**src/rtl/vid_issue.sv**
```systemverilog
// vid_issue: splits one vid.v command into per-word beats for the vID pipe.
// Define VID_VSTART_EN to add cmd_vstart (partial-start commands).
module vid_issue #(
  parameter int REQ_DATA_WIDTH    = 64,
  parameter int REQ_BYTE_EN_WIDTH = REQ_DATA_WIDTH/8,
  parameter int REQ_ADDR_WIDTH    = 5,
  parameter int SEW_WIDTH         = 2,
  parameter int VL_WIDTH          = 12,
  parameter bit ENABLE_64_BIT     = 1'b1
) (
  input  logic                         clk,
  input  logic                         rst,
  input  logic                         cmd_valid,
  output logic                         cmd_ready,
  input  logic [SEW_WIDTH-1:0]         cmd_sew,
  input  logic [VL_WIDTH-1:0]          cmd_vl,
  input  logic [REQ_ADDR_WIDTH-1:0]    cmd_addr,
`ifdef VID_VSTART_EN
  input  logic [VL_WIDTH-1:0]          cmd_vstart,
`endif
  input  logic                         in_stall,
  output logic                         out_valid,
  output logic [SEW_WIDTH-1:0]         out_sew,
  output logic [VL_WIDTH-1:0]          out_start_idx,
  output logic [REQ_ADDR_WIDTH-1:0]    out_addr,
  output logic [REQ_BYTE_EN_WIDTH-1:0] out_byte_en,
  output logic                         out_last,
  output logic                         done,
  output logic                         err
);

  localparam int IW  = VL_WIDTH + 1;
  localparam int BW  = REQ_BYTE_EN_WIDTH;
  localparam int AW  = REQ_ADDR_WIDTH;
  localparam int SW  = SEW_WIDTH;
  localparam int LGB = $clog2(BW);

  localparam logic [0:0] S_IDLE  = 1'b0;
  localparam logic [0:0] S_ISSUE = 1'b1;

  logic [0:0]    state;
  logic [SW-1:0] s_sew;
  logic [IW-1:0] s_vl;
  logic [IW-1:0] idx;
  logic [AW-1:0] addr;
`ifdef VID_VSTART_EN
  logic [IW-1:0] s_vs;
`endif

  logic          idle;
  logic          hs;
  logic          bad;
  logic          empty;
  logic          start;
  logic          emit;
  logic          c_last;
  logic [SW-1:0] c_sew;
  logic [IW-1:0] in_vs;
  logic [IW-1:0] c_vl;
  logic [IW-1:0] c_vs;
  logic [IW-1:0] c_idx;
  logic [IW-1:0] epb;
  logic [IW-1:0] al_off;
  logic [IW-1:0] rem;
  logic [IW-1:0] n;
  logic [IW-1:0] skip;
  logic [IW-1:0] nb;
  logic [IW-1:0] sb;
  logic [AW-1:0] c_addr;
  logic [7:0]    sh;
  logic [BW-1:0] c_be;

  assign cmd_ready = (state == S_IDLE);

  // In IDLE the beat is formed straight from the command inputs so the
  // first beat leaves one cycle after the handshake.
  always_comb begin
    idle = (state == S_IDLE);
    hs   = cmd_valid && idle;
`ifdef VID_VSTART_EN
    in_vs = {1'b0, cmd_vstart};
    c_vs  = idle ? in_vs : s_vs;
`else
    in_vs = '0;
    c_vs  = '0;
`endif
    bad    = !ENABLE_64_BIT && (cmd_sew == SW'(3));
    empty  = (in_vs >= {1'b0, cmd_vl});
    start  = hs && !bad && !empty;
    c_sew  = idle ? cmd_sew : s_sew;
    c_vl   = idle ? {1'b0, cmd_vl} : s_vl;
    sh     = 8'(LGB) - 8'(c_sew);
    epb    = IW'(1) << sh;
    al_off = c_vs >> sh;
    c_idx  = idle ? (al_off << sh) : idx;
    c_addr = idle ? (cmd_addr + AW'(al_off)) : addr;
    rem    = c_vl - c_idx;
    n      = (rem < epb) ? rem : epb;
    skip   = (c_vs > c_idx) ? (c_vs - c_idx) : '0;
    nb     = n << c_sew;
    sb     = skip << c_sew;
    for (int b = 0; b < BW; b++) begin
      c_be[b] = (IW'(b) < nb) && (IW'(b) >= sb);
    end
    c_last = ((c_idx + epb) >= c_vl);
    emit   = idle ? (start && !in_stall) : !in_stall;
  end

  always_ff @(posedge clk or negedge rst) begin
    if (!rst) begin
      state         <= S_IDLE;
      s_sew         <= '0;
      s_vl          <= '0;
      idx           <= '0;
      addr          <= '0;
`ifdef VID_VSTART_EN
      s_vs          <= '0;
`endif
      out_valid     <= 1'b0;
      out_sew       <= '0;
      out_start_idx <= '0;
      out_addr      <= '0;
      out_byte_en   <= '0;
      out_last      <= 1'b0;
      done          <= 1'b0;
      err           <= 1'b0;
    end else begin
      out_valid     <= emit;
      out_sew       <= emit ? c_sew : '0;
      out_start_idx <= emit ? c_idx[VL_WIDTH-1:0] : '0;
      out_addr      <= emit ? c_addr : '0;
      out_byte_en   <= emit ? c_be : '0;
      out_last      <= emit && c_last;
      done          <= (emit && c_last) || (hs && (bad || empty));
      err           <= hs && bad;

      if (hs) begin
        s_sew <= cmd_sew;
        s_vl  <= {1'b0, cmd_vl};
`ifdef VID_VSTART_EN
        s_vs  <= in_vs;
`endif
      end

      if (emit) begin
        idx  <= c_idx + epb;
        addr <= c_addr + AW'(1);
      end else if (hs) begin
        idx  <= c_idx;
        addr <= c_addr;
      end

      // Leaving ISSUE on the last beat keeps cmd_ready up while it is shown.
      if (idle) begin
        if (start && !(emit && c_last)) state <= S_ISSUE;
      end else if (emit && c_last) begin
        state <= S_IDLE;
      end
    end
  end

endmodule
```
**config.mk**
```make
export PLATFORM = sky130hd
export DESIGN_NAME = vid_issue
export DESIGN_NICKNAME = d
export VERILOG_FILES = /design/src/rtl/vid_issue.sv
export SDC_FILE = /design/constraint.sdc
export NUM_CORES = 1
export LEC_CHECK = 0
export BUFFER_PORTS_ARGS = -buffer_cell sky130_fd_sc_hd__buf_2
export CAP_MARGIN = 20
export CORE_ASPECT_RATIO = 1.5
export CORE_MARGIN = 10
export CORE_UTILIZATION = 40
export CTS_BUF_LIST = sky130_fd_sc_hd__clkbuf_4
export CTS_CLUSTER_SIZE = 40
export DETAILED_ROUTE_END_ITERATION = 8
export HOLD_SLACK_MARGIN = 0.02
export PLACE_DENSITY_LB_ADDON = 0.08
export SLEW_MARGIN = 20
export SYNTH_ARGS = -nofsm -noshare
export SYNTH_HDL_FRONTEND = slang
export SYNTH_SLANG_ARGS = --single-unit
```
**constraint.sdc**
```tcl
create_clock -name clk -period 4.9 [get_ports clk]
set_input_delay 0 -clock clk [delete_from_list [all_inputs] [get_ports clk]]
set_output_delay 0 -clock clk [all_outputs]
set_load 0.03 [all_outputs]
```
==> Yosys cells after proc, flatten, opt, wreduce, memory -nomap -nowiden <==
Cells that the tools add are included.
{ "classes": {"addsub": 6, "n_lt_le_gt_ge": 20, "shift": 5, "muxes": 18, "bitwise_logic": 1, "reduce_logical": 19} }
{ "op_table": {"columns": ["cell", "count"], "rows": [
  ["two-way mux 13 bit", 5],
  ["greater-or-equal comparator 3 x 13 -> 1 bit, first input constant", 4],
  ["less-than comparator 3 x 13 -> 1 bit, first input constant", 4],
  ["greater-or-equal comparator 1 x 13 -> 1 bit, first input constant", 2],
  ["greater-or-equal comparator 2 x 13 -> 1 bit, first input constant", 2],
  ["less-than comparator 1 x 13 -> 1 bit, first input constant", 2],
  ["less-than comparator 2 x 13 -> 1 bit, first input constant", 2],
  ["left shift 13 x 2 -> 13 bit", 2],
  ["two-way mux 12 bit", 2],
  ["two-way mux 5 bit", 4],
  ["logical AND 1 bit", 14],
  ["adder 13 bit", 1],
  ["greater-or-equal comparator 13 x 12 -> 1 bit", 1],
  ["greater-than comparator 1 x 13 -> 1 bit, first input constant", 1],
  ["less-than comparator 13 bit", 1],
  ["left shift 1 x 8 -> 13 bit, first input constant", 1],
  ["left shift 13 x 8 -> 13 bit", 1],
  [">> shifter 1 x 8 -> 13 bit, first input constant", 1],
  ["subtractor 1 x 13 -> 13 bit, first input constant", 1],
  ["subtractor 12 x 13 -> 13 bit", 1],
  ["greater-or-equal comparator 1 x 12 -> 1 bit, first input constant", 1],
  ["two-way mux 8 bit", 1],
  ["adder 5 x 1 -> 5 bit, second input constant", 1],
  ["adder 5 bit", 1],
  ["other kinds (7)", 13]
]} }
{ "totals": {"reg_bits": 63, "input_bits": 23, "out_inout_bits": 32, "elab_cells": 81} }

==> Depth between registers and ports, before layout <==
{ "depth": {"word_depth": 12, "mapped_depth": 23, "depth_no_buf": 18} }

==> Worst setup path after synthesis <==
No wires, ideal clock.
{ "synth_path": {"path_kind": "reg-to-reg", "startpoint": "register state", "endpoint": "register done", "setup_ns": 0.133, "t_arrival_ns": 3.937, "t_required_ns": 4.767, "path_slack_ns": 0.830, "stages_incl_launch_ff": 24, "synth_period_minus_slack_ns": 4.070, "path_cell_list": "dfrtp_1 > buf_6 > buf_6 > buf_4 > buf_2 > buf_1 > clkbuf_1 > nand2_1 > inv_1 > ha_1 > ha_1 > o21ai_0 > a21oi_1 > nor2b_1 > nand3_1 > xor2_1 > nor2_1 > ha_1 > a21o_1 > a21oi_1 > nand2_1 > a21oi_1 > o21ai_0 > o21bai_1"} }
{ "synth_via": {"elab_chain_len": 9, "word_cells_on_any_way": 17, "cone_classes": "2 x add/sub; 1 x order compare; 3 x shift; 4 x mux; 1 x bitwise; 6 x reduce/logical"} }
{ "synth_lines": {"columns": ["element", "line_no", "rtl"], "rows": [
  ["start, declared", "41", "logic [0:0] state;"],
  ["start signal, assigned", "111", "state <= S_IDLE;"],
  ["start signal, assigned", "155", "if (start && !(emit && c_last)) state <= S_ISSUE;"],
  ["start signal, assigned", "157", "state <= S_IDLE;"],
  ["two-way mux 2 bit", "90", "c_sew = idle ? cmd_sew : s_sew;"],
  ["subtractor 2 x 2 -> 3 bit", "92", "sh = 8'(LGB) - 8'(c_sew);"],
  [">> shifter 1 x 8 -> 13 bit", "94", "al_off = c_vs >> sh;"],
  ["left shift 13 x 8 -> 13 bit", "95", "c_idx = idle ? (al_off << sh) : idx;"],
  ["two-way mux 13 bit", "95", null],
  ["adder 13 bit", "105", "c_last = ((c_idx + epb) >= c_vl);"],
  ["greater-or-equal comparator 13 x 12 -> 1 bit", "105", null],
  ["logical AND 1 bit", "134", "done <= (emit && c_last) || (hs && (bad || empty));"],
  ["logical OR 1 bit (*)", "134", null],
  ["end signal, assigned", "134", null],
  ["end, declared", "28", "output logic done,"]
]} }
Every way passes the cells marked *; elsewhere a longest branch is shown, timed or not.
A chain may end at the register's enable or synchronous reset.

==> Final worst setup path <==
{ "layout_path": {"startpoint": "register state", "endpoint": "register out_byte_en[4]"} }
{ "layout_via": {"elab_chain_len": 12, "word_cells_on_any_way": 24, "cone_classes": "3 x add/sub; 4 x order compare; 5 x shift; 7 x mux; 1 x bitwise; 4 x reduce/logical"} }
{ "layout_lines": {"columns": ["element", "line_no", "rtl"], "rows": [
  ["two-way mux 2 bit", "90", null],
  ["subtractor 2 x 2 -> 3 bit", "92", null],
  [">> shifter 1 x 8 -> 13 bit", "94", null],
  ["left shift 13 x 8 -> 13 bit", "95", null],
  ["two-way mux 13 bit", "95", null],
  ["subtractor 12 x 13 -> 13 bit", "97", "rem = c_vl - c_idx;"],
  ["less-than comparator 13 bit", "98", "n = (rem < epb) ? rem : epb;"],
  ["two-way mux 13 bit", "98", null],
  ["left shift 13 x 2 -> 13 bit", "100", "nb = n << c_sew;"],
  ["less-than comparator 3 x 13 -> 1 bit", "103", "c_be[b] = (IW'(b) < nb) && (IW'(b) >= sb);"],
  ["logical AND 1 bit", "103", null],
  ["two-way mux 8 bit (*)", "132", "out_byte_en <= emit ? c_be : '0;"],
  ["end signal, assigned", "132", null],
  ["end, declared", "26", "output logic [REQ_BYTE_EN_WIDTH-1:0] out_byte_en,"]
]} }
Marks and branches as above.

==> run summary <==
Post-layout power -> 3.756 mW
Seq cells post-synth -> 63
Slowest cell on crit path -> dfrtp_2
PD cells -> 729.5 mW/mm^2
Final period util -> 0.8121
Cell area after synthesis -> 0.004405 mm^2
Slew margin rel. -> 0.4747
GRT overflow -> 0
# hold bufs at CTS -> 22
Hold Vio Cnt, Final -> 0
Share of cells above drive strength 1 -> 0.2119
1st-iter DRT viols -> 134
Max cap viols -> 0
CP required -> 5.18 ns
Starting density of the core -> 0.4115
R2R cell count -> 12
Least-Margin Pin Slew -> 0.7880 ns
Final nets -> 589
Tmin final -> 3.979 ns
Reg power frac -> 0.233
Ys flop type -> dfrtp_1
# Post-CTS Setup Buffers -> 0
RSZ-0062 raised after global routing -> false
Initial antenna violation count -> 1
Die width -> 105.7 um
Leak pwr -> 2.569 nW
Final setup violation count -> 0
WP buf/inv -> 3
Post-synth top area cell -> dfrtp_1
Switching Power -> 1.826 mW
P_int -> 1.930 mW
Share of the synthesized area in the top cell type -> 0.3579
Worst skew pair latency -> 0.44 ns
Area grow syn2layout -> 16.87%
Register area share after synthesis -> 0.3579
First-pass GRT wire length -> 20240 um
Crit path depth -> 12
CTS max path bufs -> 2
Most numerous cell in the Yosys netlist -> dfrtp_1
Mean area per synthesized cell -> 9.536 um^2
Setup CP Type -> reg -> reg
Vias in the first global route -> 3837
Synth unique cells -> 66
CP peak stage delay -> 0.53 ns
CTS clk-pin slew, worst paths -> 0.13 ns
Gr usage total -> 0.1619
Max Clk Rate -> 0.2513 GHz
Worst path top cell family by delay -> buffers and inverters
Total Wirelength -> 12380 um
CTS Sinks -> 63
Critical-path maximum fanout -> 40
Ys async rst share -> 1.000
Synth top area cells -> dfrtp_1 (36%), ha_1 (9.1%), mux2_2 (4.9%)
Largest net degree at the start of global routing -> 64
FILL cells -> 1073
TritonCTS clock tree -> built
DR vias -> 3611
Post-CTS sizing -> 0
CP Launch Type -> flip-flop
RePlAce Congestion -> 0.8882
Core footprint -> 0.01071 mm^2
Root buffer cell -> clkbuf_4
Via/cell ratio -> 5.287
Post-synth EDFFs -> 0
Critical path, cell by cell -> buf_4 -> mux2i_1 -> inv_1 -> fa_1 -> clkinv_1 -> xnor2_1 -> ha_1 -> a21o_1 -> a221oi_1 -> nand4_1 -> nor4_4 -> a41oi_1
HP Class -> in -> async
Buffers on Ports -> 53
Net Sw Frac -> 0.4862
Routed Antenna Nets -> 0
Data arrival, critical path -> 4.26 ns
Logic pwr share -> 0.653
Clock skew -> 0.02353 ns
Max Transition Viols Final -> 0
Most instantiated cells after synthesis -> dfrtp_1 (63), nand2_1 (36), nor2_1 (36)
CTS H-Tree Depth -> 3
DRC viols -> 0
Maximum vdd drop -> 0.2888 mV
Die span in y -> 148.5 um
Io pins -> 55
Crit. End Element -> flip-flop
Drt wl/cell -> 18.12 um
Total CTS buffers -> 9
Clk pwr share -> 0.114
Syn nets -> 518
HPWL after detailed placement -> 9486 um
Die Area -> 0.01570 mm^2
Setup_tns -> 0 ns
YS warnings -> 0
Row count -> 46
Drt pass-1 iters -> 5
Status -> finished clean
Syn Inst Count -> 462
[kinds of logic after synthesis]
family | after synthesis | synth area share
muxes | 36 | 0.08719
xor gates and xnor gates | 30 | 0.06305
DFF | 63 | 0.3579
and+or+nand+nor | 145 | 0.1795
other | 1 | 0.0008512
AOI/OAI and AO/OA | 101 | 0.1554
adders and majority gates | 36 | 0.1028
buffers and inverters | 50 | 0.05339
[cell type report]
| type | instances | area (um^2) | share of cell area |
|---|---|---|---|
| multi-input combinational | 349 | 2594 | 0.5038 |
| sequential | 63 | 1578 | 0.3064 |
| timing repair buffer | 79 | 515.5 | 0.1001 |
| tap | 144 | 180.2 | 0.03499 |
| inverter | 31 | 116.4 | 0.02260 |
| clock inverter | 7 | 95.09 | 0.01847 |
| clock buffer | 9 | 67.56 | 0.01312 |
| antenna | 1 | 2.502 | 0.0004860 |
[final timing paths]
check | startpoint | slack (ns) | end
worst max-delay path | state | 0.92 | out_byte_en[4]
worst min-delay path | rst | 0.25 | out_valid
worst max register to register | state | 0.92 | out_byte_en[4]
worst min register to register | addr[1] | 0.51 | addr[1]
max in group asynchronous | rst | 4.08 | state
min in group clk | in_stall | 0.34 | out_start_idx[3]
[through the flow]
stage	instances	hold slack, ns	worst slack [ns]	instance area, um^2	util
2_1_floorplan	462	-0.2956	0.8298	4405	-
3_3_place_gp	644	0.2122	1.055	4763	0.4450
3_5_place_dp	644	0.2264	0.9546	4763	0.4450
4_1_cts	682	0.2791	0.9351	5146	0.4807
5_1_grt	683	0.3205	0.5205	5149	0.4809
6_report	683	0.2480	0.9206	5149	0.4809
[power groups by stage]
stage / clock [mW] / sequential (mW) / combinational, mW
detailed placement: 0 / 0.886 / 2.43
finish: 0.430 / 0.875 / 2.45
global route: 0.458 / 0.898 / 2.76
CTS: 0.439 / 0.874 / 2.46
global placement: 0 / 0.883 / 2.43
floorplan: 0 / 0.962 / 1.78
[metal layers]
layer / wire length, um / vias to the layer above / part of all wire / track usage
li1: - / 1779 / - / -
met1: 4973 / 1728 / 0.40 / 0.1774
met2: 6665 / 86 / 0.54 / 0.3002
met3: 535 / 18 / 0.043 / 0.03503
met4: 201 / 0 / 0.016 / 0.05027
met5: 0 / - / 0 / 0
[tightest hold or removal path, delay by kind of cell]
kind / cells / cell delay, ns
buffers and inverters: 3 / 1.23
[state kept, by name, summed over array words and instances, names as in the netlist]
| register | flops |
|---|---|
| out_last | 1 |
| out_start_idx | 12 |
| s_sew | 2 |
| addr | 5 |
| out_addr | 5 |
| out_sew | 2 |
| state | 1 |
| out_valid | 1 |
| idx | 13 |
| out_byte_en | 8 |
| s_vl | 12 |
| done | 1 |
[cells in the final DEF (no fill, tap or decap), types with 6 or more instances in the layout]
cell type / instances
a22o_1: 9
buf_2: 53
inv_1: 28
o21ai_0: 16
dlygate4sd3_1: 22
mux2_2: 19
nand3_1: 7
nor2b_1: 6
nor4_1: 7
and2_1: 11
dfrtp_1: 62
xor2_1: 16
clkbuf_4: 9
a21oi_1: 31
a21o_1: 10
xnor2_1: 12
nand2_1: 36
nor2_1: 36
nor3_1: 7
ha_1: 32
mux2i_1: 17
nand4_1: 10
(Power assumes the default switching activity.)
